## src/rtl/vga_image_engine.sv

```systemverilog
// vga_image_engine: VGA scanout of a scaled, positioned window into FRAMES stored images.
// Defining VGA_TEST_PATTERN_EN adds input test_mode, which swaps window pixels for colour bars.
module vga_image_engine #(
  parameter int H_ACTIVE = 640,
  parameter int H_FP = 16,
  parameter int H_SYNC = 96,
  parameter int H_BP = 48,
  parameter int V_ACTIVE = 480,
  parameter int V_FP = 10,
  parameter int V_SYNC = 2,
  parameter int V_BP = 33,
  parameter int DIV = 4,
  parameter int ROM_LAT = 1,
  parameter int IMG_W = 320,
  parameter int IMG_H = 240,
  parameter int SCALE_SH = 1,
  parameter int X_OFF = 0,
  parameter int Y_OFF = 0,
  parameter int FRAMES = 4,
  parameter int ADDR_W = 19,
  parameter logic [11:0] BG_COLOR = 12'h000,
  localparam int FSW = FRAMES > 1 ? $clog2(FRAMES) : 1
) (
  input  logic              clk,
  input  logic              rst,
  input  logic [FSW-1:0]    frame_sel,
`ifdef VGA_TEST_PATTERN_EN
  input  logic              test_mode,
`endif
  output logic [ADDR_W-1:0] mem_addr,
  output logic              mem_en,
  input  logic [11:0]       mem_data,
  output logic [11:0]       D_out,
  output logic              hs,
  output logic              vs,
  output logic              frame_done
);
  localparam int H_TOT = H_ACTIVE + H_FP + H_SYNC + H_BP;
  localparam int V_TOT = V_ACTIVE + V_FP + V_SYNC + V_BP;
  localparam int X_END = X_OFF + (IMG_W << SCALE_SH);
  localparam int Y_END = Y_OFF + (IMG_H << SCALE_SH);
  localparam int FRAME_SZ = IMG_W * IMG_H;
  localparam int DW = $clog2(DIV);
  localparam int SW = SCALE_SH + 1;
  localparam logic [DW-1:0] DIV_LAST = DW'(DIV - 1);
  localparam logic [SW-1:0] SUB_LAST = SW'((1 << SCALE_SH) - 1);
  localparam logic [15:0] H_LAST = 16'(H_TOT - 1), V_LAST = 16'(V_TOT - 1);
  localparam logic [15:0] H_ACT = 16'(H_ACTIVE), V_ACT = 16'(V_ACTIVE);
  localparam logic [15:0] H_S0 = 16'(H_ACTIVE + H_FP), H_S1 = 16'(H_ACTIVE + H_FP + H_SYNC);
  localparam logic [15:0] V_S0 = 16'(V_ACTIVE + V_FP), V_S1 = 16'(V_ACTIVE + V_FP + V_SYNC);
  // Window edges are clipped to the active area so the image never spills into blanking.
  localparam logic [15:0] X_LO = 16'(X_OFF), X_HI = 16'(X_END < H_ACTIVE ? X_END : H_ACTIVE);
  localparam logic [15:0] Y_LO = 16'(Y_OFF), Y_HI = 16'(Y_END < V_ACTIVE ? Y_END : V_ACTIVE);

  if (DIV < 2 || ROM_LAT >= DIV) begin : g_bad_cfg
    $error("vga_image_engine: need DIV >= 2 and ROM_LAT < DIV");
  end

  logic [DW-1:0]     div;
  logic [15:0]       hcnt, vcnt, ix;
  logic [SW-1:0]     sub;
  logic [ADDR_W-1:0] frame_base, line_base, addr;
  logic              pix_ce, eol, de, row_in, win, rd_en;
  logic              s1_win, s1_de, s1_hs, s1_vs;
  logic [11:0]       win_rgb;

  always_comb begin
    pix_ce = div == DIV_LAST;
    eol = hcnt == H_LAST;
    de = hcnt < H_ACT && vcnt < V_ACT;
    row_in = vcnt >= Y_LO && vcnt < Y_HI;
    win = row_in && hcnt >= X_LO && hcnt < X_HI;
    ix = (hcnt - X_LO) >> SCALE_SH;
    addr = frame_base + line_base + ADDR_W'(ix);
    frame_done = pix_ce && hcnt == '0 && vcnt == V_ACT;
  end

`ifdef VGA_TEST_PATTERN_EN
  logic       s1_tp;
  logic [2:0] s1_bar;
  always_ff @(posedge clk or negedge rst) begin
    if (!rst) begin
      s1_tp <= 1'b0;
      s1_bar <= '0;
    end else if (pix_ce) begin
      s1_tp <= test_mode;
      s1_bar <= hcnt[9:7];
    end
  end
  always_comb begin
    rd_en = win && !test_mode;
    win_rgb = s1_tp ? {{4{s1_bar[0]}}, {4{s1_bar[1]}}, {4{s1_bar[2]}}} : mem_data;
  end
`else
  always_comb begin
    rd_en = win;
    win_rgb = mem_data;
  end
`endif

  always_ff @(posedge clk or negedge rst) begin
    if (!rst) begin
      div <= '0;
      hcnt <= '0;
      vcnt <= '0;
      sub <= '0;
      line_base <= '0;
      frame_base <= '0;
      mem_addr <= '0;
      mem_en <= 1'b0;
      s1_win <= 1'b0;
      s1_de <= 1'b0;
      s1_hs <= 1'b1;
      s1_vs <= 1'b1;
      D_out <= '0;
      hs <= 1'b1;
      vs <= 1'b1;
    end else begin
      div <= pix_ce ? '0 : div + 1'b1;
      if (pix_ce) begin
        hcnt <= eol ? '0 : hcnt + 1'b1;
        if (eol && vcnt == V_LAST) begin
          vcnt <= '0;
          sub <= '0;
          line_base <= '0;
        end else if (eol) begin
          vcnt <= vcnt + 1'b1;
          // Image row advances once every 2^SCALE_SH window lines.
          if (row_in) begin
            sub <= sub == SUB_LAST ? '0 : sub + 1'b1;
            if (sub == SUB_LAST) line_base <= line_base + ADDR_W'(IMG_W);
          end
        end
        if (frame_done && 32'(frame_sel) < 32'(FRAMES))
          frame_base <= ADDR_W'(32'(frame_sel) * 32'(FRAME_SZ));
        mem_addr <= win ? addr : '0;
        mem_en <= rd_en;
        s1_win <= win;
        s1_de <= de;
        s1_hs <= !(hcnt >= H_S0 && hcnt < H_S1);
        s1_vs <= !(vcnt >= V_S0 && vcnt < V_S1);
        D_out <= s1_win ? win_rgb : (s1_de ? BG_COLOR : 12'h000);
        hs <= s1_hs;
        vs <= s1_vs;
      end
    end
  end
endmodule
```

## config.mk

```make
export PLATFORM = sky130hd
export DESIGN_NAME = vga_image_engine
export DESIGN_NICKNAME = d
export VERILOG_FILES = /design/src/rtl/vga_image_engine.sv
export SDC_FILE = /design/constraint.sdc
export NUM_CORES = 1
export LEC_CHECK = 0
export BUFFER_PORTS_ARGS = -buffer_cell sky130_fd_sc_hd__buf_2
export CAP_MARGIN = 20
export CORE_MARGIN = 5
export CORE_UTILIZATION = 60
export DETAILED_ROUTE_END_ITERATION = 6
export GPL_TIMING_DRIVEN = 0
export PLACE_DENSITY = 0.81
export SLEW_MARGIN = 15
export SYNTH_ARGS = -nofsm -noshare
export SYNTH_HDL_FRONTEND = slang
export SYNTH_SLANG_ARGS = --single-unit
```

## constraint.sdc

```tcl
create_clock -name clk -period 5.1 [get_ports clk]
set_input_delay 0.51 -clock clk [delete_from_list [all_inputs] [get_ports clk]]
set_output_delay 0.51 -clock clk [all_outputs]
set_load 0.01 [all_outputs]
```

==> run summary, run 1 <==
The terminus of the critical flop-to-flop path is mem_addr[17]$_DFFE_PN0P_. On the worst path, the slowest cell contributes a delay of 0.45 ns. STA puts the critical path data arrival time at 2.58 ns. Synthesis inferred 91 register bits. VDD sags by at most 0.1227 mV. The startpoint identified for the worst register-to-register timing path is hcnt[11]$_DFFE_PN0P_.

In this run the worst path has a maximum fanout of 7. TritonCTS built the clock tree. The largest total area in the synthesized netlist belongs to dfrtp_1. The cell family contributing the most delay on the critical path is simple AND/OR/NAND/NOR gates.

The area of the multi-input gates is 2718 sq um, and the number of buffers inserted for hold repair after clock tree synthesis is 0. In this run the post-CTS setup repair buffer count came out at 0. The DRC violation count after routing is 0. CTS placed an instance of clkbuf_8 at the clock tree root.

During placement, the flow inserted port buffers numbering 50. Cell at the slowest stage of the critical path: nand4_1. The tools report the first-pass iteration count of the detailed router as 5. The tightest hold path in the finished design has a slack of 0.06238 ns. The average via count per standard cell is 6.190, and the async set-reset flop share out of synthesis is 100.0%. The tools report the overall routing resource usage as 23.15%. Gates resized during post-CTS repair numbered 0.

Actual transition at the worst max-transition pin: 0.8165 ns. Measured along the x axis, the die boundary spans 103.7 microns. Yosys printed 0 warnings. The longest clock path from root to sink contains 2 buffers.

Filler cell count: 643. Synthesized-area fraction occupied by xor and xnor cells: 5.818%. Of the available clock period, the critical path in the final layout requires 60.61%. The analysis attributes to cell leakage a power of 2.694 nW. The tree built by TritonCTS fans out to 91 sinks.

The mean instance size in the synthesized netlist was 9.739 sq um; the reported max-cap violation count was 0. STA classifies the critical path startpoint as a register. Setup repair after global routing left no endpoint under its margin.

The tools report the worst-case setup slack after placement as 2.221 ns. Compared with the post-synthesis result, the final layout area differs by 11.68%. In this run the tightest slew margin relative to its limit is 44.16%. The logs give 0 for the total congestion overflow and 10760 sq um for the area of the die.

The tools report the initial antenna violation count as 0. Total half-perimeter wirelength after legalization and detailed placement: 8.986 mm. By area, the combinational part of the netlist is dominated by simple AND/OR/NAND/NOR gates. At the end of routability-driven placement, the weighted congestion stood at 0.8885. The synthesized-area fraction occupied by and/or/nand/nor cells was 19.26%; the net count of the mapped netlist was 591. Arithmetic-cell share of the synthesized area counting full adders, half adders and majority gates: 8.787%. Latest clock arrival within the worst-skew pair: 0.37 ns. The most critical setup path has its startpoint at div[0]$_DFF_PN0_. The dominant synthesized flop cell is dfrtp_1. The number of antenna diodes in the final layout is 0.

The number of buffers inserted during clock tree synthesis was 9; the number of flops mapped to enable cells by yosys was 0. The net count of the finished layout is 653. Entering global routing, the biggest net connects 64 pins. The synthesized netlist contains 66 unique library cells. The minimum setup slack in the final design came out at 2.009 ns. The class of the tightest hold or removal check was input port to asynchronous set/reset pin.

Subtracting the final worst setup slack from the clock period gives 3.091 ns. After detailed routing, the total wire length is 12.11 mm. After clock tree synthesis, the clock-pin slew on the worst setup and hold paths is 0.10 ns. The cell count of the worst reg-to-reg path was 9; the final max-slew violation count was 0. The area share of the largest cell type after synthesis was 41.32%. Yosys attributes the largest share of cell area to dfrtp_1 41%, ha_1 6.9%, nand3_1 3.8%. The setup check on the worst reg-to-reg path leaves a slack of 2.09 ns.

Row generation in the floorplan step produced 34 rows. The die span in y was 103.7 microns; the final setup violation count was 0. The first global-routing pass estimated 21.07 mm of wire.

The ratio of cells with drive above 1 in the final layout was 16.45%. Area occupied by registers: 2282 sq um. Power spread over the standard cell area amounts to 223.2 nW/um^2. The number of top-level pins is 51. The area inside the core boundary is 8636 sq um. For the remaining number of nets flagged by the antenna check after routing, the log shows 0. The category of the most critical setup path was register to output pin. The tools report the via total after detailed routing as 4432. The tools report the total negative slack for setup checks as 0 ns.

The mux contribution to synthesized area works out to 2.992%. The run gives 4287 as the via count of the first global-routing pass. Of the synthesized area, sequential elements account for 43.32%. Traced cell by cell, the critical path runs through ha_1 -> clkbuf_1 -> nand2_1 -> nor4b_2 -> nand4_1 -> inv_1 -> buf_2. After synthesis the cells add up to 5269 sq um. The number of cells after detailed placement was 700.

After the first detailed-routing iteration, the DRC count stood at 223. Excluding fillers, the count of instances in the completed layout stands at 716. The count of endpoints failing hold in the final timing report came out at 0.

The detailed-route wire length per cell is 16.91 microns, and the share of the synthesized area in compound gates (AO/OA/AOI/OAI) is 14.65%. The initial utilization of the core area, before any placement, comes to 61.01%. Synthesis handed over a netlist of 541 instances. The deepest level of the CTS H-tree was 3. The run finished with clean final reports. The required time of the worst setup path came out at 4.59 ns. The logs give 0.01422 ns for the final worst clock skew and 323.5 MHz for the top achievable clock speed.

STA classifies the critical path endpoint as an output pin. Counting both buffers and inverters, the worst setup path holds a total of 3.
-- sequential cells by signal, summed over array words and instances (netlist names) --
signal / count
s1_win: 1
sub: 2
line_base: 13
vs: 1
D_out: 12
mem_addr: 19
hs: 1
s1_vs: 1
hcnt: 16
frame_base: 6
s1_hs: 1
div: 2
vcnt: 16
-- metrics by stage --
step                util [%]  instance area, sq um  total power (W)
finish                 68.14                  5884         0.001313
global route           68.14                  5884         0.001366
CTS                    68.14                  5884         0.001321
detailed placement     65.82                  5684        0.0008247
global placement       65.47                  5654        0.0008185
floorplan                  -                  5269        0.0007842
-- cells in the final DEF, fill, tap and decap left out, drive strengths merged, types with 4 or more instances in the layout --
cell type,synthesis,layout
xor2,13,13
and3,14,14
nor2,27,27
o21bai,4,4
o21a,4,4
a21oi,18,18
nand2,33,33
ha,29,29
inv,36,37
xnor2,22,22
fa,5,5
nor3,17,17
mux2i,9,9
a211oi,7,7
dfstp,4,4
mux2,6,6
o22ai,5,5
or2,4,4
clkbuf,18,27
buf,12,63
dfrtp,87,87
nor4b,4,4
o31ai,4,4
nor4,6,6
o21ai,39,39
nand3,41,41
nand4,15,15
and4,4,4
a22o,13,13
-- cell usage after synthesis (3+ instances only) --
| library cell | instances |
|---|---|
| o21a_1 | 4 |
| xnor2_1 | 22 |
| mux2_2 | 6 |
| ha_1 | 29 |
| dfrtp_1 | 87 |
| o21bai_1 | 4 |
| a21o_1 | 3 |
| mux2i_1 | 9 |
| a21oi_1 | 18 |
| and3_1 | 14 |
| nand4_1 | 14 |
| nor3_1 | 17 |
| buf_1 | 3 |
| fa_1 | 5 |
| nor2_1 | 27 |
| nand2b_1 | 3 |
| nand3_1 | 40 |
| buf_2 | 7 |
| xor2_1 | 13 |
| a22o_1 | 13 |
| clkbuf_1 | 17 |
| nor4_1 | 3 |
| nor4b_1 | 3 |
| or2_2 | 3 |
| o211ai_1 | 3 |
| o21ai_0 | 39 |
| dfstp_2 | 4 |
| and4_1 | 3 |
| nand2_1 | 33 |
| or3_1 | 3 |
| o22ai_1 | 5 |
| a211oi_1 | 7 |
| inv_1 | 36 |
| a31oi_1 | 3 |
| o31ai_1 | 3 |
-- logic make-up after synthesis --
kind of cell,count (synthesis)
fa+ha+maj,34
flops,91
other cells,1
compound gates,117
xor+xnor,35
simple gates,182
buf+inv,66
mux,15
-- power by group --
| group | internal (W) | switching, W |
|---|---|---|
| clock | 0.000229 | 0.000275 |
| combinational | 0.0000271 | 0.0000425 |
| sequential | 0.000733 | 0.00000666 |
-- area by class of cell --
cell class	count	share of cell area [%]
Multi-Input combinational cell	384	46.18
Sequential cell	91	38.78
Timing Repair Buffer	51	4.763
Inverter	36	2.296
Tap cell	108	2.296
Buffer	30	2.275
Clock buffer	9	2.105
Clock inverter	7	1.297
-- worst max-delay path by stage --
stage                                           to  slack [ns]  cells after the start
final                                   frame_done        2.01                      7
after CTS                               frame_done        2.02                      7
after detailed placement  mem_addr[17]$_DFFE_PN0P_        2.22                      9
after floorplan           mem_addr[17]$_DFFE_PN0P_        2.62                      9
after global routing                    frame_done        1.78                      7
after global placement    mem_addr[17]$_DFFE_PN0P_        2.30                      9
-- layer usage --
| layer | global-route usage (%) | vias up | wire length, microns |
|---|---|---|---|
| met5 | 0 | - | 0 |
| met4 | 8.326 | 0 | 205 |
| met3 | 3.669 | 20 | 671 |
| met2 | 36.93 | 150 | 5896 |
| met1 | 32.12 | 2190 | 5333 |
| li1 | - | 2072 | - |
Power figures use the tool's default switching activity.
==> run 2, diff against run 1 <==
Settings changed: CORE_UTILIZATION 60 to 54, PLACE_DENSITY 0.81 to 0.77.
Clock period 5.1 ns to 2.5 ns, I/O delays scaled along.
==> run 2 against run 1 <==
  * Clock power increased by 100%
  * Sequential power increased by 100%
  * Sequential cell count unchanged
  * Sequential share of layout area shrank 1.3 points
  * Die area grew 10%
  * Clock-buffer cell count is 1 higher
  * Power is 100% higher
  * Utilization shrank 5.0 points
==> run summary, run 2 (synthesis results as in run 1) <==
The clock reaches the later pin of the worst-skew pair after 0.37 ns. The final clock period utilization by the worst path is 98.96%. Along the worst path, the maximum fanout reaches 8. For this run, global-route usage on met3 was measured as 3.967%. On the final layout, the worst hold slack is 0.1074 ns.

For the final worst clock skew, the log shows 0.009862 ns. Measured on the finished design, the core utilization comes to 63.16%. The run gives 12.58 mm as the total wirelength of the detailed-routed design. Counting cells, the worst reg-to-reg path comes to 6.

Counting tap cells, the placed design contains a total of 725 instances. STA classifies the critical path startpoint as a register. In this run the critical register-to-register path is launched from hcnt[13]$_DFFE_PN0P_. Count of endpoints failing hold in the final timing report: 0.

In the final layout, the registers with the most flip-flops are mem_addr: 19 flops, hcnt: 16 flops, vcnt: 16 flops. TritonCTS built the clock tree. The via total after detailed routing is 4437, and the number of buffers inserted during clock tree synthesis is 9. Routability-driven placement finished with a final weighted congestion of 0.9119. The hold-critical path depth is 3, and the die span in y is 108.8 microns. The finished cells cover 6088 sq um.

Counting the fill cells in the layout gives 801. The terminus of the critical flop-to-flop path was mem_addr[18]$_DFFE_PN0P_. The clock transition at the registers of the reported paths was 0.09 ns; the count of input and output buffers was 50.

The largest register by flop count is mem_addr. The initial antenna violation count is 0, and the final max-slew violation count is 0. Timing would allow up to 404.2 MHz.

The worst hold path terminates at D_out[8]$_DFFE_PN0P_. The number of DRC violations after detailed-routing iteration 0 was 289; the first-pass GRT wire length was 20.58 mm. The initial utilization of the core area, before any placement, comes to 54.66%.

The switching part of the total is 24.40%, and the proportion of power drawn by combinational gates is 5.7%. Ratio of cells with drive above 1 in the final layout: 20.00%. The die covers 11830 sq um. For met1 alone, demand over resource in global routing was 27.39%. Final setup violation count: 0. The endpoint type of the worst setup path is a register.

The run gives 53.53% as the worst slew slack as a fraction of its limit. For this run, global-route usage on met2 was measured as 35.92%. The worst hold path begins at mem_data[8]. Sequential cells account for 56.4% of the total power.

The category of the most critical setup path was register to register. The design draws 0.002675 W. Clock tree synthesis found a total of 91 sinks. Of the total power, the clock network draws 37.9%. The final period demand of the worst path is 2.474 ns.

The register with the most flip-flops in the layout has 19 of them. The via count of the first global-routing pass came out at 4450. For this run, the detailed router's first-pass iteration total came to 4. The area growth from synthesis to layout is 15.55%.

The run gives 2.73 ns as the required time of the worst setup path. The run finished with clean final reports. The final layout contains 655 nets.

The run gives 0 as the total congestion overflow. Detailed-route wire length per cell: 16.94 microns. The average via count per standard cell was 5.972; the setup slack of the worst register-to-register path was 0.03 ns. CTS built an H-tree with a depth of 3. The clock tree root driver cell is clkbuf_8. Entering global routing, the biggest net connects 48 pins.

Power spread over the standard cell area amounts to 439.3 nW/um^2. The number of antenna diodes in the final layout is 0. Global routing used 21.69% of the available tracks. Leaving out filler cells and counting taps, the final layout contains 743.

The internal power contribution came out at 0.002022 W. IR analysis of the VDD net gives a maximum drop of 0.2319 mV. The run gives 9.074 mm as the total half-perimeter wirelength after legalization and detailed placement.

The floorplan has 36 rows. In this run the horizontal extent of the chip is 108.8 microns. The core region is 9639 sq um. At the pin with the least slew margin, the transition time is 0.6917 ns. The placed instance area came out at 5715 sq um. The path class of the tightest hold or removal check is input port to register. The switching power was 0.0006526 W. Most utilized layer in the global route result: met2. The library cells used most frequently in the layout, excluding fill and tap cells, are 85 x dfrtp_1, 56 x buf_2, 40 x nand3_1. The library cell used most frequently in the layout, excluding fill and tap cells, is dfrtp_1. The count of nets left with antenna violations once routing finished came out at 0. The DRC violation count after routing came out at 0. For the worst setup path, the data arrival time is 2.70 ns. Reported max-cap violation count: 0. For this design the static power due to leakage is 2.706 nW. The number of top-level pins was 51; the maximum count of clock buffers along a single path was 2.
[run 2: through the flow]
stage	setup slack, ns	setup TNS (ns)
floorplan	0.02400	0
global placement	-0.2929	-0.4381
detailed placement	-0.2630	-0.4770
CTS	0.02026	0
global route	-0.007480	-0.01638
finish	0.02588	0
[run 2: layer usage]
| layer | up-vias | wire length (microns) |
|---|---|---|
| met5 | - | 0 |
| met4 | 0 | 263 |
| met3 | 25 | 786 |
| met2 | 169 | 6136 |
| met1 | 2166 | 5397 |
| li1 | 2077 | - |
[run 2: worst max-delay path by stage]
stage	start	endpoint	slack, ns	depth (start not counted)
global route	frame_base[16]$_DFFE_PN0P_	mem_addr[13]$_DFFE_PN0P_	-0.007	9
global placement	line_base[10]$_DFFE_PN0P_	mem_addr[17]$_DFFE_PN0P_	-0.29	9
finish	hcnt[13]$_DFFE_PN0P_	mem_addr[18]$_DFFE_PN0P_	0.03	6
CTS	div[0]$_DFF_PN0_	frame_done	0.02	7
floorplan	hcnt[11]$_DFFE_PN0P_	mem_addr[17]$_DFFE_PN0P_	0.02	9
detailed placement	hcnt[11]$_DFFE_PN0P_	mem_addr[17]$_DFFE_PN0P_	-0.26	9
[run 2: repair_timing]
action | 4_1_cts | 5_1_grt
endpoints found under the hold margin | 43 | 0
setup buffers | 3 | 1
hold buffers | 1 | 0
pin swaps | 2 | 1
endpoints found under the setup margin | 6 | 13
resized for setup | 5 | 26
[run 2: final cells by class]
type                            count  area (sq um)  area share [%]
Buffer                             27         126.4           2.076
Clock buffer                       10         127.6           2.096
Clock inverter                      6         65.06           1.069
Inverter                           36         135.1           2.219
Multi-Input combinational cell    384          2863           47.02
Sequential cell                    91          2285           37.53
Tap cell                          133         166.4           2.733
Timing Repair Buffer               56         320.3           5.261
[run 2: worst max-delay path, stage by stage (launching register included)]
cell and delay [ns]:
dfrtp_1 0.48, fa_1 0.51, ha_1 0.42, nand2_1 0.19, o21ai_0 0.14, o311ai_0 0.39, o221ai_1 0.19
[run 2: power by group through the flow]
stage / registers (W) / clock network [W] / logic, W
floorplan: 0.00155 / 0 / 0.0000530
global placement: 0.00154 / 0 / 0.000134
detailed placement: 0.00154 / 0 / 0.000142
CTS: 0.00151 / 0.00102 / 0.000146
global route: 0.00151 / 0.00109 / 0.000173
finish: 0.00151 / 0.00101 / 0.000152
